===== src/rtl/mips_pkg.sv =====
`default_nettype none
// ============================================================================
// Module      : mips_pkg
// Description : Shared definitions for the instruction fetch path: datapath
//               width, default reset address and the fetch FSM state type.
// Revision    : 1.0 - initial release
// ============================================================================
package mips_pkg;

    localparam int unsigned XLEN = 32;

    // First fetch address after reset unless overridden on the instance.
    localparam logic [XLEN-1:0] RESET_PC_DEFAULT = 32'h0000_0000;

    // RUN   : normal fetching.
    // DRAIN : a redirect left stale requests in flight; their responses are
    //         dropped and no new requests go out until they have all returned.
    typedef enum logic [0:0] {
        ST_RUN   = 1'b0,
        ST_DRAIN = 1'b1
    } fetch_state_e;

endpackage : mips_pkg
`default_nettype wire


===== src/rtl/fetch_fifo.sv =====
`default_nettype none
// ============================================================================
// Module      : fetch_fifo
// Description : Instruction buffer holding {pc, instruction} pairs. The head
//               entry is visible combinationally on data_o. A push and a pop
//               may occur in the same cycle even when full.
// Ports       : clk, reset     - clock, synchronous active-high reset
//               flush_i        - empty the buffer (wins over push/pop)
//               push_i, data_i - write an entry at the tail
//               pop_i          - remove the head entry
//               data_o         - head entry
//               full_o, empty_o, count_o - occupancy status
// Revision    : 1.0 - initial release
// ============================================================================
module fetch_fifo #(
    parameter int unsigned DEPTH = 2
) (
    input  logic                         clk,
    input  logic                         reset,
    input  logic                         flush_i,
    input  logic                         push_i,
    input  logic [63:0]                  data_i,
    input  logic                         pop_i,
    output logic [63:0]                  data_o,
    output logic                         full_o,
    output logic                         empty_o,
    output logic [$clog2(DEPTH+1)-1:0]   count_o
);
    localparam int unsigned CW = $clog2(DEPTH + 1);
    localparam int unsigned PW = $clog2(DEPTH);

    logic [63:0]   mem_q [DEPTH];
    logic [PW-1:0] rd_q;
    logic [PW-1:0] wr_q;
    logic [CW-1:0] count_q;
    logic          w_do_push;
    logic          w_do_pop;

    // Pointers wrap explicitly so non-power-of-two depths work.
    function automatic logic [PW-1:0] ptr_inc(input logic [PW-1:0] p);
        return (p == PW'(DEPTH - 1)) ? '0 : p + 1'b1;
    endfunction

    assign empty_o   = (count_q == '0);
    assign full_o    = (count_q == CW'(DEPTH));
    assign count_o   = count_q;
    assign data_o    = mem_q[rd_q];
    assign w_do_pop  = pop_i & ~empty_o;
    // A full buffer can still accept a push when the head leaves this cycle.
    assign w_do_push = push_i & (~full_o | w_do_pop);

    always_ff @(posedge clk) begin
        if (reset || flush_i) begin
            rd_q    <= '0;
            wr_q    <= '0;
            count_q <= '0;
        end else begin
            if (w_do_push) begin
                mem_q[wr_q] <= data_i;
                wr_q        <= ptr_inc(wr_q);
            end
            if (w_do_pop) begin
                rd_q <= ptr_inc(rd_q);
            end
            count_q <= count_q + CW'(w_do_push) - CW'(w_do_pop);
        end
    end

endmodule : fetch_fifo
`default_nettype wire


===== src/rtl/fetch_unit.sv =====
`default_nettype none
// ============================================================================
// Module      : fetch_unit
// Description : Sequential instruction fetcher. Issues word-aligned reads,
//               tags in-order responses with their request address, buffers
//               them in fetch_fifo and offers them to decode. Redirects flush
//               the buffer and drop responses of requests still in flight.
// Ports       : clk, reset                              - clock, sync reset
//               imem_req_valid/addr/ready               - memory request
//               imem_resp_valid/data                    - memory response
//               redirect_valid/pc                       - core redirect
//               inst_valid/data/pc/ready                - decode handshake
//               perf_fetched, perf_stall                - FETCH_PERF_EN only
// Options     : define FETCH_PERF_EN to add the performance counters.
// Revision    : 1.0 - initial release
// ============================================================================
module fetch_unit
    import mips_pkg::*;
#(
    parameter logic [XLEN-1:0] RESET_PC = RESET_PC_DEFAULT,
    parameter int unsigned     DEPTH    = 2
) (
    input  logic            clk,
    input  logic            reset,
    output logic            imem_req_valid,
    output logic [XLEN-1:0] imem_req_addr,
    input  logic            imem_req_ready,
    input  logic            imem_resp_valid,
    input  logic [XLEN-1:0] imem_resp_data,
    input  logic            redirect_valid,
    input  logic [XLEN-1:0] redirect_pc,
    output logic            inst_valid,
    output logic [XLEN-1:0] inst_data,
    output logic [XLEN-1:0] inst_pc,
    input  logic            inst_ready
`ifdef FETCH_PERF_EN
    ,
    output logic [31:0]     perf_fetched,
    output logic [31:0]     perf_stall
`endif
);
    localparam int unsigned CW = $clog2(DEPTH + 1);
    localparam int unsigned PW = $clog2(DEPTH);

    fetch_state_e    state_q,    state_d;
    logic [XLEN-1:0] fetch_pc_q, fetch_pc_d;
    logic [CW-1:0]   outst_q,    outst_d;
    logic [CW-1:0]   discard_q,  discard_d;
    logic [XLEN-1:0] aq_mem_q [DEPTH];
    logic [PW-1:0]   aq_wr_q;
    logic [PW-1:0]   aq_rd_q;

    logic            w_accept;
    logic            w_resp;
    logic            w_push;
    logic            w_pop;
    logic            w_room;
    logic [CW:0]     w_occupancy;
    logic [63:0]     w_head;
    logic            w_fifo_full;
    logic            w_fifo_empty;
    logic [CW-1:0]   w_fifo_count;
    logic            w_unused_ok;

    function automatic logic [PW-1:0] ptr_inc(input logic [PW-1:0] p);
        return (p == PW'(DEPTH - 1)) ? '0 : p + 1'b1;
    endfunction

    // A response is only meaningful while something is in flight; anything
    // else (e.g. a late reply to a request issued before reset) is ignored.
    assign w_resp = imem_resp_valid & ~reset & (outst_q != '0);

    assign inst_valid = ~reset & ~w_fifo_empty;
    assign inst_pc    = w_head[63:32];
    assign inst_data  = w_head[31:0];

    // Redirect beats pop and push in the same cycle.
    assign w_pop  = inst_valid & inst_ready & ~redirect_valid;
    assign w_push = w_resp & (discard_q == '0) & ~redirect_valid;

    // The entry leaving the buffer this cycle frees a slot for a new request,
    // which sustains one instruction per cycle even with a two-entry buffer.
    assign w_occupancy = {1'b0, w_fifo_count} + {1'b0, outst_q} - (CW+1)'(w_pop);
    assign w_room      = (w_occupancy < (CW+1)'(DEPTH));

    assign imem_req_valid = ~reset & ~redirect_valid & (state_q == ST_RUN) & w_room;
    assign imem_req_addr  = fetch_pc_q;
    assign w_accept       = imem_req_valid & imem_req_ready;

    always_comb begin
        fetch_pc_d = fetch_pc_q;
        outst_d    = outst_q + CW'(w_accept) - CW'(w_resp);
        discard_d  = discard_q;
        state_d    = state_q;

        if (redirect_valid) begin
            // No request can be accepted in a redirect cycle, so everything
            // still outstanding after this cycle's response must be dropped.
            fetch_pc_d = {redirect_pc[XLEN-1:2], 2'b00};
            discard_d  = outst_q - CW'(w_resp);
            state_d    = (discard_d != '0) ? ST_DRAIN : ST_RUN;
        end else begin
            if (w_accept) begin
                fetch_pc_d = fetch_pc_q + 32'd4;
            end
            if (w_resp && (discard_q != '0)) begin
                discard_d = discard_q - 1'b1;
            end
            if ((state_q == ST_DRAIN) && (discard_d == '0)) begin
                state_d = ST_RUN;
            end
        end
    end

    always_ff @(posedge clk) begin
        if (reset) begin
            state_q    <= ST_RUN;
            fetch_pc_q <= RESET_PC;
            outst_q    <= '0;
            discard_q  <= '0;
            aq_wr_q    <= '0;
            aq_rd_q    <= '0;
        end else begin
            state_q    <= state_d;
            fetch_pc_q <= fetch_pc_d;
            outst_q    <= outst_d;
            discard_q  <= discard_d;
            // Request-address queue tracks every accepted request, including
            // ones whose responses will be discarded, to stay in step.
            if (w_accept) begin
                aq_mem_q[aq_wr_q] <= fetch_pc_q;
                aq_wr_q           <= ptr_inc(aq_wr_q);
            end
            if (w_resp) begin
                aq_rd_q <= ptr_inc(aq_rd_q);
            end
        end
    end

    fetch_fifo #(
        .DEPTH (DEPTH)
    ) u_fifo (
        .clk     (clk),
        .reset   (reset),
        .flush_i (redirect_valid),
        .push_i  (w_push),
        .data_i  ({aq_mem_q[aq_rd_q], imem_resp_data}),
        .pop_i   (w_pop),
        .data_o  (w_head),
        .full_o  (w_fifo_full),
        .empty_o (w_fifo_empty),
        .count_o (w_fifo_count)
    );

    // Low redirect bits are forced to zero; full status is implied by count.
    assign w_unused_ok = &{1'b0, redirect_pc[1:0], w_fifo_full};

`ifdef FETCH_PERF_EN
    logic [31:0] perf_fetched_q;
    logic [31:0] perf_stall_q;

    always_ff @(posedge clk) begin
        if (reset) begin
            perf_fetched_q <= '0;
            perf_stall_q   <= '0;
        end else begin
            if (w_pop && (perf_fetched_q != 32'hFFFF_FFFF)) begin
                perf_fetched_q <= perf_fetched_q + 32'd1;
            end
            if (inst_ready && !inst_valid && (perf_stall_q != 32'hFFFF_FFFF)) begin
                perf_stall_q <= perf_stall_q + 32'd1;
            end
        end
    end

    assign perf_fetched = perf_fetched_q;
    assign perf_stall   = perf_stall_q;
`endif

endmodule : fetch_unit
`default_nettype wire

===== config.mk =====
export PLATFORM = sky130hd
export DESIGN_NAME = fetch_unit
export DESIGN_NICKNAME = d
export VERILOG_FILES = /design/src/rtl/mips_pkg.sv /design/src/rtl/fetch_fifo.sv /design/src/rtl/fetch_unit.sv
export SDC_FILE = /design/constraint.sdc
export NUM_CORES = 1
export LEC_CHECK = 0
export ABC_AREA = 1
export CAP_MARGIN = 15
export CORE_ASPECT_RATIO = 0.6
export CORE_MARGIN = 4
export CORE_UTILIZATION = 30
export DETAILED_ROUTE_END_ITERATION = 12
export SYNTH_ARGS = -nofsm -noshare
export SYNTH_HDL_FRONTEND = slang
export SYNTH_HIERARCHICAL = 1
export SYNTH_SLANG_ARGS = --single-unit

===== constraint.sdc =====
create_clock -name clk -period 10.7 [get_ports clk]
set_input_delay 2.675 -clock clk [delete_from_list [all_inputs] [get_ports clk]]
set_output_delay 2.675 -clock clk [all_outputs]
set_load 0.03 [all_outputs]

==> metrics.yaml <==
placement:
  dp_hpwl_um: 16600
  gp_congestion: 0.915
  io_buffers: 163
timing:
  tns_ns: 0
  tightest_slew_ns: 1.06
  slew-limit-headroom_pct: 29.6
  setup-violations-final: 0
  rsz0062_at_grt: "no"
  finalHoldViolations: 0
  clock_skew_ns: 0.00957
  period_needed_ns: 8.54
  finalCritPeriodShare_pct: 79.8
  clock.fmax_ghz: 0.117
  slew_violations: 0
power_and_ir_drop:
  p_clk_share_pct: 43.6
  p_comb_share_pct: 7.0
  p_leak_nw: 4.63
  cell_internal_pwr_mw: 1.61
  power_density_nw_per_um2: 158
  sw_frac_of_total_pct: 21.6
  vdd_ir_drop_max_mv: 0.107
  power_switching_mw: 0.444
  power_frac_seq_pct: 49.4
routing:
  dr.pass1.iters: 5
  wl_um: 24500
  vias_per_cell: 4.45
  drc_errors: 0
  drtAntennaViolNets: 0
  drt-initial-drc-count: 381
  wl_per_cell_um: 17.0
  vias: 6415
outcome:
  outcome: "complete, no violations"
synthesis:
  avgSynthCellArea_um2: 12.7
  syn_area_um2: 10100
  synthCells: 800
  synth_warnings: 6
final_layout:
  fillers: 3098
  multi_input_area_um2: 3080
  finish.utilization_pct: 39.6
  layout-drive-gt1-share_pct: 17.1
  layout.nets: 1054
  regArea_um2: 6510
  layout.cells.most_common_list: "edfxtp_1 (188), clkdlybuf4s50_1 (163), nand2_1 (153), inv_1 (82), mux2_4 (60)"
  area_growth_pct: 28.5
  mostFrequentLayoutCell: "edfxtp_1"
  antennaDiodeCount: 0
clock_tree:
  tritoncts: "yes"
  cts_buffer_depth: 3
  cts_root_buf: "clkbuf_16"
  cts-buffers-inserted: 24
  htreeDepth: 1
  clk_pin_slew_ns: 0.06
  cts_setup_buffers: 0
  post_cts_resized: 0
  insertion_delay_ns: 0.52
  cts.sinks: 231
  cts_hold_buf: 0
min_path:
  worst_hold_path_type: "flip-flop to flip-flop"
global_route:
  antenna_found_initial: 0
  grt_max_degree: 65
  grt_pass1_vias: 6300
  grt_pass1_wl_um: 37000
  grt.overflow.total: 0
  track_usage_pct: 13.1
floorplanning:
  die-area_um2: 36900
  die_w_um: 245
  core_um2: 32900
  start_util_pct: 30.8
  io_pins: 168
  die_y_um: 150
  core.rowCount: 51
setup_path:
  critPathMaxFanout: 31
  end_kind: "primary output"
  slowest_stage: "clkdlybuf4s50_1"
  cpPeakStageDelay_ns: 0.67
  critical_path.cell_chain: "clkdlybuf4s50_1 > buf_4 > nor2_1 > nand2_1 > nor2_1 > ha_1 > or2_2 > fa_1 > nand2_1 > nor2_4 > and2_1 > clkdlybuf4s50_1"
  cp.arrival_ns: 5.86
  path_class: "input port to primary output"
  critPathLaunchType: "input port"
  critical_path_required_ns: 8.03
flow_run:
  cap_violations: 0
flip-flops by register name, indices dropped and copies added (netlist names), named ones only:
register        count
u_fifo/mem_q      128
aq_mem_q           60
imem_req_addr      30
discard_q           2
outst_q             2
u_fifo/count_o      2
aq_rd_q             1
aq_wr_q             1
state_q             1
u_fifo/rd_q         1
u_fifo/wr_q         1
area by class of cell:
| type | count | share of cell area (%) |
|---|---|---|
| well taps | 450 | 4.32 |
| repair buffers | 171 | 13.0 |
| clock buffers | 34 | 5.37 |
| multi-input cells | 461 | 23.6 |
| clock inverters | 10 | 1.22 |
| inverters | 86 | 2.49 |
| flip-flops and latches | 231 | 50.0 |
final timing paths:
kind / from / to / slack, ns / depth (start not counted)
worst min-delay path: u_fifo/wr_q$_SDFFE_PP0P_ / u_fifo/wr_q$_SDFFE_PP0P_ / 0.49 / 2
worst min register to register: u_fifo/wr_q$_SDFFE_PP0P_ / u_fifo/wr_q$_SDFFE_PP0P_ / 0.49 / 2
worst max-delay path: reset / imem_req_valid / 2.16 / 12
worst max register to register: u_fifo/count_o[1]$_SDFF_PP0_ / aq_mem_q[0][12]$_DFFE_PP_ / 7.03 / 12
worst max-delay path: cells and delay by family:
family | cells | cell delay [ns]
and+or+nand+nor | 7 | 0.92
adders and majority gates | 2 | 0.80
buffers and inverters | 3 | 1.47
power groups by stage:
stage	clock, mW	combinational, mW	sequential (mW)
2_1_floorplan	0	0.0685	1.04
3_3_place_gp	0	0.141	1.03
3_5_place_dp	0	0.144	1.03
4_1_cts	0.924	0.145	1.01
5_1_grt	0.963	0.157	1.02
6_report	0.895	0.143	1.01
metal layers:
layer  global-route usage [%]  wire length (um)  up-vias
met2                     20.5             10800      190
met1                     18.8             11600     3108
met4                     2.74               545        0
li1                         -                 -     3083
met3                     2.90              1530       34
met5                        0                 0        -
metrics by stage:
stage / area, um2 / hold WS [ns] / power (mW) / setup slack [ns] / instances
after global placement: 12200 / 0.475 / 1.17 / 2.17 / 1399
after CTS: 13000 / 0.499 / 2.08 / 2.13 / 1443
after floorplan: 10200 / 0.457 / 1.11 / 2.92 / 805
after global routing: 13000 / 0.540 / 2.14 / 1.94 / 1443
final: 13000 / 0.489 / 2.05 / 2.16 / 1443
after detailed placement: 12200 / 0.490 / 1.18 / 2.15 / 1399
(Power assumes the default switching activity.)
